File: config.mk
export PLATFORM = sky130hd
export DESIGN_NAME = axi4_lite_slave_regs
export DESIGN_NICKNAME = d
export VERILOG_FILES = /design/src/rtl/axi4_lite_slave_regs.sv
export SDC_FILE = /design/constraint.sdc
export NUM_CORES = 2
export LEC_CHECK = 0
export CORE_AREA = 2 2 459 461
export CTS_BUF_LIST = sky130_fd_sc_hd__clkbuf_8
export DETAILED_ROUTE_END_ITERATION = 8
export DIE_AREA = 0 0 461 463
export PLACE_DENSITY = 0.42
export REMOVE_ABC_BUFFERS = 1
export SLEW_MARGIN = 25
export SYNTH_ARGS = -nofsm -noshare
export SYNTH_HDL_FRONTEND = slang
export SYNTH_SLANG_ARGS = --single-unit
File: constraint.sdc
create_clock -name ACLK -period 2.8 [get_ports ACLK]
set_input_delay 0.56 -clock ACLK [delete_from_list [all_inputs] [get_ports ACLK]]
set_output_delay 0.56 -clock ACLK [all_outputs]
set_load 0.02 [all_outputs]
File: src/rtl/axi4_lite_slave_regs.sv
// AXI4-Lite slave exposing a bank of 32-bit registers.
// Independent write (AW/W/B) and read (AR/R) state machines, byte-strobed
// writes, optional read-only registers sourced from STATUS_IN, and a
// one-cycle write strobe per register.
module axi4_lite_slave_regs #(
  parameter int                    p_ADDRESS_BUS_WIDTH        = 32,
  parameter int                    p_DATA_BUS_WIDTH           = 32,
  parameter int                    p_AXI4_LITE_PROT_BUS_WIDTH = 3,
  parameter int                    p_AXI4_LITE_RESP_BUS_WIDTH = 2,
  parameter int                    p_NUM_REGS                 = 16,
  parameter logic [p_NUM_REGS-1:0] p_RO_MASK                  = '0
) (
  input  logic                                  ACLK,
  input  logic                                  ARESET,
  input  logic [p_ADDRESS_BUS_WIDTH-1:0]        AWADDR,
  input  logic [p_AXI4_LITE_PROT_BUS_WIDTH-1:0] AWPROT,
  input  logic                                  AWVALID,
  output logic                                  AWREADY,
  input  logic [p_DATA_BUS_WIDTH-1:0]           WDATA,
  input  logic [p_DATA_BUS_WIDTH/8-1:0]         WSTRB,
  input  logic                                  WVALID,
  output logic                                  WREADY,
  output logic [p_AXI4_LITE_RESP_BUS_WIDTH-1:0] BRESP,
  output logic                                  BVALID,
  input  logic                                  BREADY,
  input  logic [p_ADDRESS_BUS_WIDTH-1:0]        ARADDR,
  input  logic [p_AXI4_LITE_PROT_BUS_WIDTH-1:0] ARPROT,
  input  logic                                  ARVALID,
  output logic                                  ARREADY,
  output logic [p_DATA_BUS_WIDTH-1:0]           RDATA,
  output logic [p_AXI4_LITE_RESP_BUS_WIDTH-1:0] RRESP,
  output logic                                  RVALID,
  input  logic                                  RREADY,
  output logic [32*p_NUM_REGS-1:0]              REG_OUT,
  output logic [p_NUM_REGS-1:0]                 REG_WR_STB,
  input  logic [32*p_NUM_REGS-1:0]              STATUS_IN
);

  localparam int c_IDX_W = $clog2(p_NUM_REGS);
  localparam logic [p_AXI4_LITE_RESP_BUS_WIDTH-1:0] c_RESP_OKAY   = '0;
  localparam logic [p_AXI4_LITE_RESP_BUS_WIDTH-1:0] c_RESP_SLVERR =
    p_AXI4_LITE_RESP_BUS_WIDTH'(2'b10);

  typedef enum logic {W_IDLE = 1'b0, W_RESP = 1'b1} w_state_e;
  typedef enum logic {R_IDLE = 1'b0, R_RESP = 1'b1} r_state_e;

  // Any set address bit above the register window means no register is hit.
  function automatic logic addr_oor(input logic [p_ADDRESS_BUS_WIDTH-1:0] addr);
    return |addr[p_ADDRESS_BUS_WIDTH-1:c_IDX_W+2];
  endfunction

  // Replace only the byte lanes whose strobe bit is set.
  function automatic logic [31:0] merge_bytes(input logic [31:0] old_v,
                                              input logic [31:0] new_v,
                                              input logic [3:0]  strb);
    logic [31:0] res;
    res = old_v;
    for (int k = 0; k < 4; k++) begin
      if (strb[k]) begin
        res[8*k +: 8] = new_v[8*k +: 8];
      end else begin
        res[8*k +: 8] = old_v[8*k +: 8];
      end
    end
    return res;
  endfunction

  w_state_e w_state_q, w_state_d;
  r_state_e r_state_q, r_state_d;
  logic aw_lat_q, aw_lat_d, w_lat_q, w_lat_d;
  logic [p_ADDRESS_BUS_WIDTH-1:0] awaddr_q, awaddr_d;
  logic [31:0] wdata_q, wdata_d;
  logic [3:0]  wstrb_q, wstrb_d;
  logic bvalid_q, bvalid_d, rvalid_q, rvalid_d;
  logic [p_AXI4_LITE_RESP_BUS_WIDTH-1:0] bresp_q, bresp_d, rresp_q, rresp_d;
  logic [31:0] rdata_q, rdata_d;
  logic [p_NUM_REGS-1:0][31:0] regs_q, regs_d;
  logic [p_NUM_REGS-1:0][31:0] status_s;
  logic [p_NUM_REGS-1:0] wr_stb_q, wr_stb_d;

  logic aw_hs_s, w_hs_s, ar_hs_s, commit_s;
  logic [p_ADDRESS_BUS_WIDTH-1:0] waddr_s;
  logic [31:0] wdata_s;
  logic [3:0]  wstrb_s;
  logic [c_IDX_W-1:0] waddr_idx_s, raddr_idx_s;
  logic unused_s;

  // Ready signals are forced low while reset is held.
  assign AWREADY = ~ARESET & (w_state_q == W_IDLE) & ~aw_lat_q;
  assign WREADY  = ~ARESET & (w_state_q == W_IDLE) & ~w_lat_q;
  assign ARREADY = ~ARESET & (r_state_q == R_IDLE);

  assign aw_hs_s = AWVALID & AWREADY;
  assign w_hs_s  = WVALID & WREADY;
  assign ar_hs_s = ARVALID & ARREADY;

  // Commit uses the latched beat if present, otherwise the live handshake.
  assign waddr_s  = aw_lat_q ? awaddr_q : AWADDR;
  assign wdata_s  = w_lat_q ? wdata_q : WDATA;
  assign wstrb_s  = w_lat_q ? wstrb_q : WSTRB;
  assign commit_s = (w_state_q == W_IDLE) & (aw_lat_q | aw_hs_s) & (w_lat_q | w_hs_s);

  assign waddr_idx_s = waddr_s[c_IDX_W+1:2];
  assign raddr_idx_s = ARADDR[c_IDX_W+1:2];
  assign status_s    = STATUS_IN;

  assign BVALID     = bvalid_q;
  assign BRESP      = bresp_q;
  assign RVALID     = rvalid_q;
  assign RRESP      = rresp_q;
  assign RDATA      = rdata_q;
  assign REG_OUT    = regs_q;
  assign REG_WR_STB = wr_stb_q;

  // PROT and the byte offset within a word carry no meaning here.
  assign unused_s = ^{AWPROT, ARPROT, waddr_s[1:0], ARADDR[1:0]};

  // Write path next state: latch AW/W beats, commit once both are present, hold B until accepted.
  always_comb begin
    w_state_d = w_state_q;
    aw_lat_d  = aw_lat_q;
    w_lat_d   = w_lat_q;
    awaddr_d  = awaddr_q;
    wdata_d   = wdata_q;
    wstrb_d   = wstrb_q;
    bvalid_d  = bvalid_q;
    bresp_d   = bresp_q;
    regs_d    = regs_q;
    wr_stb_d  = '0;
    case (w_state_q)
      W_IDLE: begin
        if (aw_hs_s) begin
          aw_lat_d = 1'b1;
          awaddr_d = AWADDR;
        end else begin
          aw_lat_d = aw_lat_q;
        end
        if (w_hs_s) begin
          w_lat_d = 1'b1;
          wdata_d = WDATA;
          wstrb_d = WSTRB;
        end else begin
          w_lat_d = w_lat_q;
        end
        if (commit_s) begin
          aw_lat_d  = 1'b0;
          w_lat_d   = 1'b0;
          bvalid_d  = 1'b1;
          w_state_d = W_RESP;
          if (addr_oor(waddr_s)) begin
            bresp_d = c_RESP_SLVERR;
          end else if (p_RO_MASK[waddr_idx_s]) begin
            bresp_d = c_RESP_OKAY;
          end else begin
            bresp_d               = c_RESP_OKAY;
            regs_d[waddr_idx_s]   = merge_bytes(regs_q[waddr_idx_s], wdata_s, wstrb_s);
            wr_stb_d[waddr_idx_s] = 1'b1;
          end
        end else begin
          w_state_d = W_IDLE;
        end
      end
      W_RESP: begin
        if (BREADY) begin
          bvalid_d  = 1'b0;
          w_state_d = W_IDLE;
        end else begin
          bvalid_d  = 1'b1;
        end
      end
      default: begin
        w_state_d = W_IDLE;
        bvalid_d  = 1'b0;
      end
    endcase
  end

  // Read path next state: capture response on AR handshake, hold it until R is accepted.
  always_comb begin
    r_state_d = r_state_q;
    rvalid_d  = rvalid_q;
    rdata_d   = rdata_q;
    rresp_d   = rresp_q;
    case (r_state_q)
      R_IDLE: begin
        if (ar_hs_s) begin
          r_state_d = R_RESP;
          rvalid_d  = 1'b1;
          if (addr_oor(ARADDR)) begin
            rdata_d = 32'h0000_0000;
            rresp_d = c_RESP_SLVERR;
          end else if (p_RO_MASK[raddr_idx_s]) begin
            rdata_d = status_s[raddr_idx_s];
            rresp_d = c_RESP_OKAY;
          end else begin
            // regs_q is the pre-write value even if a commit lands on this edge.
            rdata_d = regs_q[raddr_idx_s];
            rresp_d = c_RESP_OKAY;
          end
        end else begin
          rvalid_d = 1'b0;
        end
      end
      R_RESP: begin
        if (RREADY) begin
          rvalid_d  = 1'b0;
          r_state_d = R_IDLE;
        end else begin
          rvalid_d  = 1'b1;
        end
      end
      default: begin
        r_state_d = R_IDLE;
        rvalid_d  = 1'b0;
      end
    endcase
  end

  // State and datapath registers; reset abandons any in-flight transaction.
  always_ff @(posedge ACLK) begin
    if (ARESET) begin
      w_state_q <= W_IDLE;
      r_state_q <= R_IDLE;
      aw_lat_q  <= 1'b0;
      w_lat_q   <= 1'b0;
      awaddr_q  <= '0;
      wdata_q   <= 32'h0000_0000;
      wstrb_q   <= 4'h0;
      bvalid_q  <= 1'b0;
      bresp_q   <= '0;
      rvalid_q  <= 1'b0;
      rresp_q   <= '0;
      rdata_q   <= 32'h0000_0000;
      regs_q    <= '0;
      wr_stb_q  <= '0;
    end else begin
      w_state_q <= w_state_d;
      r_state_q <= r_state_d;
      aw_lat_q  <= aw_lat_d;
      w_lat_q   <= w_lat_d;
      awaddr_q  <= awaddr_d;
      wdata_q   <= wdata_d;
      wstrb_q   <= wstrb_d;
      bvalid_q  <= bvalid_d;
      bresp_q   <= bresp_d;
      rvalid_q  <= rvalid_d;
      rresp_q   <= rresp_d;
      rdata_q   <= rdata_d;
      regs_q    <= regs_d;
      wr_stb_q  <= wr_stb_d;
    end
  end

endmodule

==> impl_metrics.toml <==
[yosys]
synth_area_per_cell_um2 = 9.27
synth_edf_count = 0
synth_area_mm2 = 0.0311
synth.distinct_cells = 52
ys_ff_latch = 633
synthCells = 3353
synthArstFlopShare_pct = 0
synth_ff_type = "dfxtp_1"
ys_seq_area_share_pct = 40.8
yosys_warnings = 0

[setup_path]
cpPeakStageDelay_ns = 0.42
crit_path_max_fanout = 37
crit_buf_inv = 4
required_ns = 3.55
crit_chain = "buf_4, and3b_4, buf_12, o21a_1, o41ai_1, buf_4, nand4_1, a21oi_2, buf_12, o21ai_0"
reg2reg_depth = 10
crit_family = "compound AO/OA/AOI/OAI gates"
worstPathArrival_ns = 3.45
r2r_start = "aw_lat_q$_SDFFE_PP0P_"
critPathKind = "flip-flop to flip-flop"
slowest_stage = "o41ai_1"
endpoint_kind = "flip-flop"
r2r_setup_slack_ns = 0.10
timing.rr.end = "REG_OUT[338]$_SDFFE_PP0P_"
cp-start-kind = "flip-flop"

[floorplanning]
start_util_pct = 14.9
fp-row-count = 168
die_h_um = 463
fp.dieArea_mm2 = 0.213
die_w_um = 461
io_pins = 1194
coreArea_mm2 = 0.209

[final_layout]
nNetsFinal = 4696
multiInputGateArea_mm2 = 0.0169
n_fill_cell = 22900
drive_gt1_share_pct = 18.4
area_growth_pct = 48.5
regArea_mm2 = 0.0127

[clock_network]
clock-sinks = 633
h-tree-depth = 3
numCtsBuffers = 120
cts_max_path_buffers = 3
clock-root-buffer = "clkbuf_8"
insertion_delay_ns = 0.91
clk_pin_slew_worst_paths_ns = 0.08
cts_tree = "yes"

[drt]
drc = 0
dr_total_vias = 31400
ant_nets = 0
post_drt_wl_per_cell_um = 26.4
vias_per_cell = 4.49
drt_iter0_drc = 2539
drtPass1Iterations = 5
wirelength_um = 185000

[sta]
fin_skew_ns = 0.0468
tightest_slew_ns = 0.990
max_freq_ghz = 0.371
final_hold_viol_count = 0
maxSlewViolCount = 0
finalSetupTns_ns = 0
finalSetupViolCount = 0
setup_ws_ns = 0.101
fin_crit_ns = 2.70
relSlewSlack_pct = 34.0
fin_crit_sh_pct = 96.4

[min_path]
holdCritStartpoint = "ARESET"
hold_depth = 3
hold_class = "primary input to flip-flop"
holdPathEnd = "w_lat_q$_SDFFE_PP0P_"

[grt]
grt_usage_pct = 16.5
grt_max_degree = 145
grt_overflow_total = 0
antenna_found_initial = 20
grt_pass1_wl_um = 251000
grt_pass1_vias = 30800

[pwr]
combinationalPowerShare_pct = 9.5
power_density_mw_per_mm2 = 455
power.switching_mw = 5.90
swShare_pct = 28.1
seqPwrFrac_pct = 43.4
power.share.clock_pct = 47.1
internal_power_mw = 15.1
ir_drop_uv = 346
cellLeakagePower_nw = 15.4

[status]
status = "finished, final reports clean"

[placement]
place_hpwl_um = 132000
place_ws_ns = -0.704
port_buffers = 669
gp_congestion = 0.825

[run]
max_cap_violations = 0
area by class of cell:
cell class | instances | area share (%)
multi-input combinational | 2317 | 36.6
clock inverter | 70 | 1.02
antenna | 5 | 0.0271
inverter | 3 | 0.0434
tap | 2805 | 7.60
sequential | 633 | 27.5
clock buffer | 151 | 4.50
timing repair buffer | 996 | 22.7
cell usage in the layout (no fill, tap or decap), types with 42 or more instances in the layout:
cell and count:
o21ai_0 455, mux4_2 160, a21oi_1 69, o21a_1 492, dfxtp_1 630, o41ai_1 109
o21ai_1 65, nor2_1 59, clkdlybuf4s50_1 648, clkbuf_8 151, nand3_1 514, inv_1 42
buf_4 221, buf_12 104, nand2_1 142
tightest hold or removal path: cells and delay by family:
kind / cells / cell delay [ns]
buf+inv: 2 / 0.35
simple gates: 1 / 0.10
layer usage:
metal  global-route usage [%]  up-vias  wire (um)
met3                     3.43      299      11800
met2                     27.8     1250      88100
met1                     20.4    15600      77600
met5                        0        -         96
met4                     6.30       14       6930
li1                         -    14100          -
Yosys cell counts (all sizes together), types with 3 or more instances:
| cell | instances | area share, % |
|---|---|---|
| a22o | 33 | 0.93 |
| nor4 | 18 | 0.36 |
| o22ai | 3 | 0.060 |
| dfxtp | 633 | 41 |
| clkbuf | 245 | 3.0 |
| nor3 | 4 | 0.080 |
| o21ai | 530 | 8.7 |
| or2 | 8 | 0.16 |
| nor2 | 60 | 0.72 |
| nand3 | 514 | 8.3 |
| buf | 156 | 2.6 |
| o2111ai | 4 | 0.11 |
| o21a | 492 | 12 |
| nand2 | 143 | 1.7 |
| mux2i | 36 | 1.2 |
| inv | 3 | 0.036 |
| o41ai | 120 | 3.4 |
| a2111oi | 4 | 0.11 |
| nor3b | 3 | 0.072 |
| nor2b | 5 | 0.10 |
| nand4 | 46 | 1.4 |
| a21oi | 101 | 2.0 |
| a41oi | 4 | 0.11 |
| mux4 | 160 | 12 |
| and2 | 7 | 0.14 |
| and3b | 3 | 0.085 |
cell families after synthesis:
family	count (synthesis)	synth area share (%)
AOI/OAI and AO/OA	1300	27.6
and+or+nand+nor	819	13.3
DFF	633	40.8
buffers and inverters	404	5.60
muxes	196	12.8
other	1	0.0121
registers in the layout, summed over array words and instances (netlist names):
register,flops
RVALID,1
RRESP,1
awaddr_q,30
aw_lat_q,1
w_lat_q,1
BRESP,1
RDATA,32
w_state_q,1
REG_WR_STB,16
REG_OUT,512
BVALID,1
wstrb_q,4
wdata_q,32
worst max-delay path by stage:
stage                                 start                         to  depth (start not counted)
floorplan                            ARESET   REG_OUT[36]$_SDFFE_PP0P_                          6
global placement                  AWADDR[2]  REG_OUT[271]$_SDFFE_PP0P_                         10
detailed placement                AWADDR[2]  REG_OUT[271]$_SDFFE_PP0P_                         10
CTS                 REG_OUT[1]$_SDFFE_PP0P_                 REG_OUT[1]                          1
global route          aw_lat_q$_SDFFE_PP0P_   REG_OUT[92]$_SDFFE_PP0P_                         10
finish                aw_lat_q$_SDFFE_PP0P_  REG_OUT[338]$_SDFFE_PP0P_                         10
power by group through the flow:
stage,sequential (mW),combinational [mW],clock (mW)
after global routing,9.11,2.11,10.6
after CTS,9.11,2.01,10.2
after detailed placement,9.31,2.00,0
after floorplan,9.31,0.643,0
final,9.11,2.01,9.89
after global placement,9.30,2.00,0
what timing repair did:
| item | 4_1_cts | 5_1_grt |
|---|---|---|
| hold endpoints to repair | 2 | 0 |
| buffers inserted | 2 | 2 |
| cloned | 0 | 2 |
| gates resized for setup | 23 | 18 |
| hold buffers | 1 | 0 |
| setup endpoints to repair | 236 | 97 |
| pin swaps | 1 | 5 |
per-stage QoR:
| stage | area [um2] | hold slack [ns] | std cells | power, mW | util, % |
|---|---|---|---|---|---|
| finish | 46200 | 0.166 | 6980 | 21.0 | 22.1 |
| detailed placement | 43400 | 0.447 | 6747 | 11.3 | 20.8 |
| global placement | 43400 | 0.443 | 6747 | 11.3 | 20.8 |
| global route | 46200 | 0.100 | 6978 | 21.8 | 22.1 |
| floorplan | 29400 | 0.430 | 2953 | 9.95 | - |
| CTS | 46000 | 0.0266 | 6971 | 21.4 | 22.1 |
No activity file was read; power rests on OpenSTA's default activity.
